`src/rtl/prog_clock_divider.sv`:
```
// prog_clock_divider
// Runtime-programmable clock-enable generator. Produces a registered,
// duty-cycle-controlled waveform (clock_out) and a one-cycle period-start
// strobe (tick) from clock_in. Divisor and high-time can be reloaded at run
// time; a validated request waits in a shadow register and is applied only
// at a period boundary, or immediately while the divider is held.
//
// Handshake note: load is a single-cycle request with no back-pressure.
// It is sampled on every rising edge where it is 1. The request is either
// accepted (cfg_pending rises one cycle later) or rejected (cfg_err pulses
// one cycle later). A new accepted request replaces any request that is
// still waiting.

module prog_clock_divider #(
  parameter int WIDTH        = 28,
  parameter int DEFAULT_DIV  = 2,
  parameter int DEFAULT_HIGH = DEFAULT_DIV / 2
) (
  input  logic             clock_in,
  input  logic             reset_n,
  input  logic             enable,
  input  logic             load,
  input  logic [WIDTH-1:0] div_in,
  input  logic [WIDTH-1:0] high_in,
  output logic             clock_out,
  output logic             tick,
  output logic             cfg_pending,
  output logic             cfg_err,
  output logic [WIDTH-1:0] cur_div
);

  localparam logic [WIDTH-1:0] DEF_DIV  = WIDTH'(DEFAULT_DIV);
  localparam logic [WIDTH-1:0] DEF_HIGH = WIDTH'(DEFAULT_HIGH);
  localparam logic [WIDTH-1:0] ONE      = WIDTH'(1);
  localparam logic [WIDTH-1:0] TWO      = WIDTH'(2);
  localparam logic [WIDTH-1:0] ZERO     = '0;

  // Counter and configuration registers
  logic [WIDTH-1:0] cnt;
  logic [WIDTH-1:0] act_div;
  logic [WIDTH-1:0] act_high;
  logic [WIDTH-1:0] sh_div;
  logic [WIDTH-1:0] sh_high;
  logic             pending;

  // Decoded per-cycle conditions
  logic [WIDTH-1:0] last_cnt;
  logic             period_end;
  logic             load_valid;
  logic             load_bad;
  logic             apply;
  logic             apply_hold;
  logic [WIDTH-1:0] cnt_next;
  logic             clk_next;
  logic             tick_next;

  // Decode boundary, load validity and apply conditions.
  // act_div >= 2 always holds, so act_div - 1 cannot underflow.
  always_comb begin
    last_cnt   = act_div - ONE;
    period_end = (cnt == last_cnt);
    load_valid = load && (div_in >= TWO) && (high_in <= div_in);
    load_bad   = load && !load_valid;
    apply_hold = pending && !enable;
    apply      = pending && (apply_hold || period_end);
  end

  // Next counter value and next output levels; outputs use the old config
  // even on the edge where a new config is applied at a period boundary.
  always_comb begin
    cnt_next  = cnt;
    clk_next  = clock_out;
    tick_next = 1'b0;
    if (enable) begin
      cnt_next  = period_end ? ZERO : (cnt + ONE);
      clk_next  = (cnt < act_high);
      tick_next = (cnt == ZERO) && (act_high != ZERO);
    end else if (apply_hold) begin
      cnt_next = ZERO;
      clk_next = 1'b0;
    end
  end

  // Counter and registered waveform outputs.
  always_ff @(posedge clock_in) begin
    if (!reset_n) begin
      cnt       <= ZERO;
      clock_out <= 1'b0;
      tick      <= 1'b0;
    end else begin
      cnt       <= cnt_next;
      clock_out <= clk_next;
      tick      <= tick_next;
    end
  end

  // Active configuration: replaced by the shadow when an apply occurs.
  always_ff @(posedge clock_in) begin
    if (!reset_n) begin
      act_div  <= DEF_DIV;
      act_high <= DEF_HIGH;
    end else if (apply) begin
      act_div  <= sh_div;
      act_high <= sh_high;
    end
  end

  // Shadow configuration and pending flag; a valid load always wins over
  // the clear caused by an apply on the same edge.
  always_ff @(posedge clock_in) begin
    if (!reset_n) begin
      sh_div  <= ZERO;
      sh_high <= ZERO;
      pending <= 1'b0;
    end else if (load_valid) begin
      sh_div  <= div_in;
      sh_high <= high_in;
      pending <= 1'b1;
    end else if (apply) begin
      pending <= 1'b0;
    end
  end

  // One-cycle rejection pulse for an invalid load.
  always_ff @(posedge clock_in) begin
    if (!reset_n) begin
      cfg_err <= 1'b0;
    end else begin
      cfg_err <= load_bad;
    end
  end

  // Status outputs straight from state.
  always_comb begin
    cfg_pending = pending;
    cur_div     = act_div;
  end

endmodule

```
`config.mk`:
```
export PLATFORM = sky130hd
export DESIGN_NAME = prog_clock_divider
export DESIGN_NICKNAME = d
export VERILOG_FILES = /design/src/rtl/prog_clock_divider.sv
export SDC_FILE = /design/constraint.sdc
export NUM_CORES = 1
export LEC_CHECK = 0
export BUFFER_PORTS_ARGS = -buffer_cell sky130_fd_sc_hd__buf_2
export CORE_MARGIN = 2
export CORE_UTILIZATION = 45
export CTS_CLUSTER_DIAMETER = 40
export DETAILED_ROUTE_END_ITERATION = 7
export PLACE_DENSITY = 0.66
export SYNTH_ARGS = -nofsm -noshare
export SYNTH_HDL_FRONTEND = slang
export SYNTH_SLANG_ARGS = --single-unit
```
`constraint.sdc`:
```
create_clock -name clock_in -period 2.8 [get_ports clock_in]
set_input_delay 0.28 -clock clock_in [delete_from_list [all_inputs] [get_ports clock_in]]
set_output_delay 0.28 -clock clock_in [all_outputs]
set_load 0.005 [all_outputs]
```
-- Word-level counts from Yosys, hierarchy flattened
Index checks and enable logic that the tools add are counted.
- bits in registers: 144
- bits of input ports: 60
- output and inout bits: 32
- $add $sub $neg: 2
- magnitude comparators: 3
- equal/unequal tests: 1
- multiplexer cells: 7
- reductions and logical operators: 14
- operators with widths (kind ; count):
    $mux 28 ; 3
    $add 28x1->28 const B ; 1
    $eq 28x28->1 ; 1
    $ge 28x2->1 const B ; 1
    $le 28x28->1 ; 1
    $logic_not 28->1 ; 1
    $lt 28x28->1 ; 1
    $reduce_bool 28->1 ; 1
    $sub 28x1->28 const B ; 1
    $logic_and 1x1->1 ; 6
    $mux 1 ; 4
    $reduce_bool 2->1 ; 2
    $logic_not 1->1 ; 2
    $reduce_and 2->1 ; 1
    $logic_or 1x1->1 ; 1

-- Logic depth before layout (Yosys ltp)
Gate-level depths: netlist of run 1.
- depth in word-level cells: 6
- depth in mapped cells: 13

-- Worst setup path before layout of run 1
No wires, ideal clock.
- path type: flip-flop to flip-flop
- from: register act_div[0] (netlist: cur_div[0])
- to: register cnt[23]
- setup time: 120 ps
- arrival time: 2859 ps
- data required time: 2680 ps
- slack: -178 ps
- cell stages (with the launch flop): 13
- path buffers: 2
- period minus slack after synthesis: 2978 ps
- path through: dfxtp_1 -> inv_1 -> ha_1 -> buf_2 -> nor3b_1 -> xnor2_1 -> nor4_1 -> o221ai_1 -> or4_4 -> o31ai_4 -> buf_4 -> nor2_1 -> a211o_1
- longest elaborated chain between the ends: 4
- ends and longest elaborated chain (what ; line ; source):
    from (decl) ; 40 ; logic [WIDTH-1:0] act_div;
    from (signal assigned) ; 103 ; act_div <= sh_div;
    $sub 28x1->28 ; 60 ; last_cnt = act_div - ONE;
    $eq 28x28->1 ; 61 ; period_end = (cnt == last_cnt);
    $mux 28 ; 75 ; cnt_next = period_end ? ZERO : (cnt + ONE);
    $mux 28 ; 74 ; if (enable) begin
    to (signal assigned) ; 91 ; cnt <= cnt_next;
    to (decl) ; 39 ; logic [WIDTH-1:0] cnt;
Every way passes these cells.
A chain may end at the register's enable or synchronous reset.

-- Final worst setup path of run 1
- from: register act_div[7] (netlist: cur_div[7])
- to: register cnt[14]
Same word-level chain as after synthesis.

==> flow_summary.json, run 1 <==
{
  "endpoint_kind": "flop",
  "p_leak_nw": 4.76,
  "nets": 1316,
  "io_pins": 92,
  "die_width_um": 140,
  "first_pass_iters": 6,
  "stdcell_count": 1440,
  "mostFrequentLayoutCell": "nand2_1",
  "power_density_nw_per_um2": 513,
  "grt_pass1_vias": 7669,
  "maxSlewViolCount": 0,
  "clk_pin_slew_ns": 0.07,
  "fin_skew_ns": 0.00756,
  "routed_wl_um": 25700,
  "hold_buffers": 0,
  "synthCells": 1050,
  "path_cells": "nor4_4 > and4_1 > nand2_1 > a2111o_1 > or4_4 > o31ai_4 > buf_6 > buf_12 > buf_12 > buf_16 > nor3b_2 > a21o_1",
  "place_inst": 1387,
  "area_growth_pct": 27.5,
  "grt_setup_unrepaired": "yes",
  "mostFrequentLayoutCells": "nand2_1, dfxtp_1, buf_2, buf_4, nand3_1",
  "ant_nets": 0,
  "ir_drop_mv": 0.409,
  "clkLatencyLatePin_ns": 0.42,
  "synth_seq_area_share_pct": 34.7,
  "antenna_found_initial": 0,
  "synth.distinct_cells": 56,
  "cts_tree": "built",
  "dieArea_um2": 19600,
  "yosysWarnings": 0,
  "coreArea_um2": 18000,
  "slew_headroom_pct": 38.3,
  "initial_utilization_pct": 46.1,
  "async_flop_share_pct": 0,
  "fp.dieH_um": 140,
  "ys_ff_latch": 144,
  "design_area_um2": 10600,
  "cp-start-kind": "flop",
  "critPathBufInv": 4,
  "pre_cts_ws_ns": -0.123,
  "grt_max_degree": 227,
  "critPathMostFrequentCell": "buf_12",
  "syn_area_um2": 8310,
  "grt_usage_pct": 25.9,
  "max_freq_mhz": 333,
  "vias_per_cell": 5.62,
  "synth_edf_count": 0,
  "finalCritPeriodShare_pct": 107,
  "antenna_cells": 0,
  "syn-mean-instance-area_um2": 7.91,
  "drt_iter0_markers": 648,
  "routedWlPerCell_um": 17.8,
  "io_buffers": 91,
  "finish.utilization_pct": 58.8,
  "rrSetupSlack_ns": -0.21,
  "period_minus_slack_ns": 3.01,
  "hold_path.class": "primary input to flop",
  "grt_pass1_wl_um": 40500,
  "hold_ws_ns": 0.115,
  "worstPathMaxFanout": 5,
  "path_delay_family": "simple AND/OR/NAND/NOR gates",
  "row_count": 49,
  "status": "complete, but fails checks",
  "cpPeakStageDelay_ns": 0.46,
  "tightest_slew_ns": 0.926,
  "cp.required_ns": 3.12,
  "drc": 0,
  "drive_gt1_share_pct": 22.3,
  "critPathArrivalTime_ns": 3.32,
  "fillCellCount": 1681,
  "hold_violations": 0,
  "clock_sinks": 144,
  "place_area_um2": 9520,
  "gr-total-overflow": 0,
  "dp_hpwl_um": 18500,
  "cts-htree-levels": 4,
  "fin_ws_ns": -0.206,
  "cts_inserted_buffers": 17,
  "clk_path_buf_depth": 2,
  "cts_root_buffer": "clkbuf_16",
  "synth-main-ff-cell": "dfxtp_1",
  "setup_viol": 82,
  "failed_checks": "setup timing",
  "synth_nets": 1168,
  "maxCapViolCount": 0,
  "crit_type": "flop to flop",
  "num_vias": 8093,
  "place_congestion": 0.920,
  "slowest_stage": "or4_4"
}
==> where the power goes <==
part,total (W),leakage [nW],switching (W),internal [W]
registers,0.00222,1.17,0.0000810,0.00214
logic,0.000886,3.29,0.000464,0.000421
clock network,0.00232,0.296,0.00102,0.00131
total,0.00543,4.76,0.00156,0.00387
==> state kept, by name, summed over array words and instances (netlist names) <==
register     count
act_high        28
cfg_err          1
cfg_pending      1
clock_out        1
cnt             28
cur_div         28
sh_div          28
sh_high         28
tick             1
==> synthesized netlist by cell type (7+ instances only) <==
cell        n  area share [%]
clkbuf_1   44             2.0
a21oi_1    19             1.1
nor3_1     19             1.1
buf_1       8            0.36
mux2i_1    57             6.9
xnor2_1    34             3.6
inv_1      70             3.2
nand3_1    77             4.6
a21o_1     33             3.0
xor2_1      8            0.84
dfxtp_1   144              35
ha_1       58             8.7
nor3b_1    13             1.2
nand2_1   197             8.9
buf_2       9            0.54
o21ai_1    15            0.90
nor4_1     31             2.3
nand4_1    24             1.8
buf_4       9            0.81
and3_1      7            0.53
nor2_1     30             1.4
o21ai_0    70             4.2
==> what timing repair did <==
action                                  4_1_cts  5_1_grt
gates cloned                                  5        3
setup buffers                                11        2
pin swaps                                    20        6
endpoints found under the setup margin       79       85
resized for setup                            39       30
==> per-stage QoR <==
step | total power, W | TNS [ns]
6_report | 0.00543 | -11.27
5_1_grt | 0.00562 | -22.46
4_1_cts | 0.00539 | -6.25
3_5_place_dp | 0.00303 | -4.51
3_3_place_gp | 0.00302 | -2.76
2_1_floorplan | 0.00274 | -0.00952
==> kinds of logic after synthesis <==
family	after synthesis	synth area share (%)
xor+xnor	42	4.43
mux	57	6.87
flops	144	34.7
fa+ha+maj	58	8.74
compound gates	175	13.1
simple gates	434	25.3
buf+inv	140	6.87
==> final timing paths <==
check | endpoint | depth (start not counted) | start
worst max-delay path | cnt[14] | 12 | cur_div[7]
worst min-delay path | sh_high[7] | 3 | high_in[7]
worst max register to register | cnt[14] | 12 | cur_div[7]
worst min register to register | sh_div[14] | 2 | sh_div[14]
==> final cells by class <==
class | instances | area, µm² | area share [%]
multi-input cells | 766 | 5000 | 47.2
clock inverters | 13 | 144 | 1.36
inverters | 70 | 263 | 2.48
repair buffers | 199 | 1550 | 14.7
clock buffers | 19 | 453 | 4.28
well taps | 229 | 287 | 2.71
flip-flops and latches | 144 | 2890 | 27.3
==> tightest hold or removal path: stages <==
cell     delay, ns
buf_2         0.11
nand2_1       0.05
mux2i_1       0.05
==> layer usage <==
layer | part of all wire, % | global-route usage, % | vias to the layer above
li1 | - | - | 3961
met1 | 46 | 35.3 | 3765
met2 | 45 | 41.6 | 312
met3 | 5.9 | 4.61 | 55
met4 | 2.6 | 8.16 | 0
met5 | 0 | 0 | -
(Power assumes the default switching activity.)
==> inputs of run 2 (changes only) <==
--- a/config.mk
+++ b/config.mk
@@ -5,7 +5,8 @@
 export SDC_FILE = /design/constraint.sdc
 export NUM_CORES = 1
 export LEC_CHECK = 0
-export BUFFER_PORTS_ARGS = -buffer_cell sky130_fd_sc_hd__buf_2
+export ABC_AREA = 1
+export BUFFER_PORTS_ARGS = -buffer_cell sky130_fd_sc_hd__buf_4
 export CORE_MARGIN = 2
 export CORE_UTILIZATION = 45
 export CTS_CLUSTER_DIAMETER = 40
==> flow_summary.json, run 2 <==
{
  "cts-htree-levels": 4,
  "place_congestion": 0.929,
  "tightest_slew_ns": 1.16,
  "async_flop_share_pct": 0,
  "clkLatencyLatePin_ns": 0.43,
  "grt_pass1_wl_um": 43300,
  "finish.utilization_pct": 53.2,
  "synth.distinct_cells": 40,
  "cpPeakStageDelay_ns": 0.32,
  "setup_viol": 0,
  "synth-main-ff-cell": "dfxtp_1",
  "status": "finished clean",
  "drt_iter0_markers": 748,
  "mostFrequentLayoutCells": "nor2_1, nand2_1, inv_1, dfxtp_1, nand3_1",
  "cts_tree": "built",
  "grt_usage_pct": 25.1,
  "fin_skew_ns": 0.0105,
  "first_pass_iters": 5,
  "mostFrequentLayoutCell": "nor2_1",
  "path_cells": "inv_2 > ha_2 > nand3_4 > nor2_4 > buf_4 > nand3_1 > nand2_1 > nand2_1 > nor2_1 > nand2_1 > nor2_1 > nand3_2 > nand2_8 > buf_12 > nand2_1 > nand2_1 > nand3_1",
  "endpoint_kind": "flop",
  "gr-total-overflow": 0,
  "grt_max_degree": 99,
  "fp.dieH_um": 146,
  "clk_path_buf_depth": 2,
  "synthCells": 1397,
  "routedWlPerCell_um": 15.7,
  "period_minus_slack_ns": 2.56,
  "total_power_w": 0.00650,
  "nets": 1574,
  "synth_edf_count": 0,
  "initial_utilization_pct": 45.4,
  "routed_wl_um": 27300,
  "cts_root_buffer": "clkbuf_16",
  "dieArea_um2": 21500,
  "synth.largest_area_cell": "dfxtp_1",
  "antenna_found_initial": 0,
  "critPathMostFrequentCell": "nand2_1",
  "ir_drop_mv": 0.385,
  "yosys-top-cells-count": "nor2_1, nand2_1, inv_1",
  "synth_nets": 1515,
  "cp-start-kind": "flop",
  "clk_pin_slew_ns": 0.06,
  "slowest_stage": "dfxtp_1",
  "r2r_cells": 17,
  "coreArea_um2": 20100,
  "maxCapViolCount": 0,
  "antenna_cells": 0,
  "synth_seq_area_share_pct": 31.6,
  "ant_nets": 0,
  "crit_type": "flop to flop",
  "p_leak_nw": 4.91,
  "drive_gt1_share_pct": 11.2,
  "area_growth_pct": 17.1,
  "slew_headroom_pct": 22.3,
  "ys_ff_latch": 144,
  "syn_area_um2": 9140,
  "fillCellCount": 2057,
  "row_count": 52,
  "critPathArrivalTime_ns": 2.85,
  "yosysWarnings": 0,
  "dp_hpwl_um": 20300,
  "die_width_um": 146,
  "io_buffers": 91,
  "hold_buffers": 0,
  "clock_sinks": 144,
  "max_freq_mhz": 390,
  "cp.required_ns": 3.09,
  "synth_most_common_cell": "nor2_1",
  "synth.top_cell.area_share_pct": 31.6,
  "hold_violations": 0,
  "hold_path.class": "primary input to flop",
  "synth_area_leaders": "dfxtp_1, nor2_1, nand2_1",
  "power_density_nw_per_um2": 608,
  "num_vias": 9052,
  "grt_pass1_vias": 8365,
  "maxSlewViolCount": 0,
  "vias_per_cell": 5.21,
  "io_pins": 92,
  "syn-mean-instance-area_um2": 6.54,
  "hold_path_depth": 3,
  "drc": 0,
  "worstPathMaxFanout": 17,
  "finalCritPeriodShare_pct": 91.5,
  "cts_inserted_buffers": 17
}
[run 2: cells by family after synthesis]
family	synth area share, %
adder cells (fa/ha/maj)	7.94
buffers and inverters	11.6
AO/OA/AOI/OAI	11.5
AND/OR/NAND/NOR	32.8
XOR/XNOR	4.70
flip-flops	31.6
[run 2: stage by stage]
| step | cells | hold slack (ns) | setup slack [ns] | instance area, µm² | TNS, ns |
|---|---|---|---|---|---|
| global route | 1739 | 0.125 | -0.0344 | 10700 | -0.276 |
| detailed placement | 1701 | 0.459 | 0.170 | 9970 | 0 |
| floorplan | 1397 | 0.423 | 0.607 | 9140 | 0 |
| CTS | 1733 | 0.109 | 0.165 | 10600 | 0 |
| global placement | 1701 | 0.457 | 0.207 | 9970 | 0 |
| finish | 1739 | 0.120 | 0.238 | 10700 | 0 |
[run 2: path summary, 6_finish.rpt]
| check | slack [ns] | startpoint | end |
|---|---|---|---|
| worst min register to register | 0.47 | clock_out | clock_out |
| worst min-delay path | 0.12 | div_in[0] | sh_div[0] |
| worst max-delay path | 0.24 | cur_div[0] | act_high[0] |
| worst max register to register | 0.24 | cur_div[0] | act_high[0] |
[run 2: metal layers]
metal,track usage (%),vias to the layer above,wire length [µm]
li1,-,4623,-
met1,35.5,4116,12800
met2,38.8,261,12200
met3,3.56,52,1340
met4,9.81,0,923
met5,0,-,0
[run 2: worst max-delay path: cells and delay by family, from the launching register on]
| family | cells | cell delay (ns) |
|---|---|---|
| flops | 1 | 0.32 |
| simple gates | 13 | 1.42 |
| buf+inv | 3 | 0.43 |
| fa+ha+maj | 1 | 0.23 |
[run 2: cell type report]
class                   instances  area [µm²]  share of cell area (%)
inverters                     178         668                    6.25
clock inverters                15         181                    1.70
repair buffers                118         970                    9.07
multi-input cells             997        5230                    48.9
clock buffers                  17         425                    3.98
well taps                     270         338                    3.16
flip-flops and latches        144        2890                    27.0
[run 2: what timing repair did]
item / CTS / global route
setup buffers: 0 / 4
endpoints found under the setup margin: 0 / 65
gates resized for setup: 0 / 6
[run 2: power by group]
group | total, W | internal (W) | leakage (nW) | switching, W
Sequential | 0.00235 | 0.00220 | 1.18 | 0.000149
Combinational | 0.00183 | 0.000701 | 3.44 | 0.00113
Clock | 0.00232 | 0.00129 | 0.297 | 0.00104
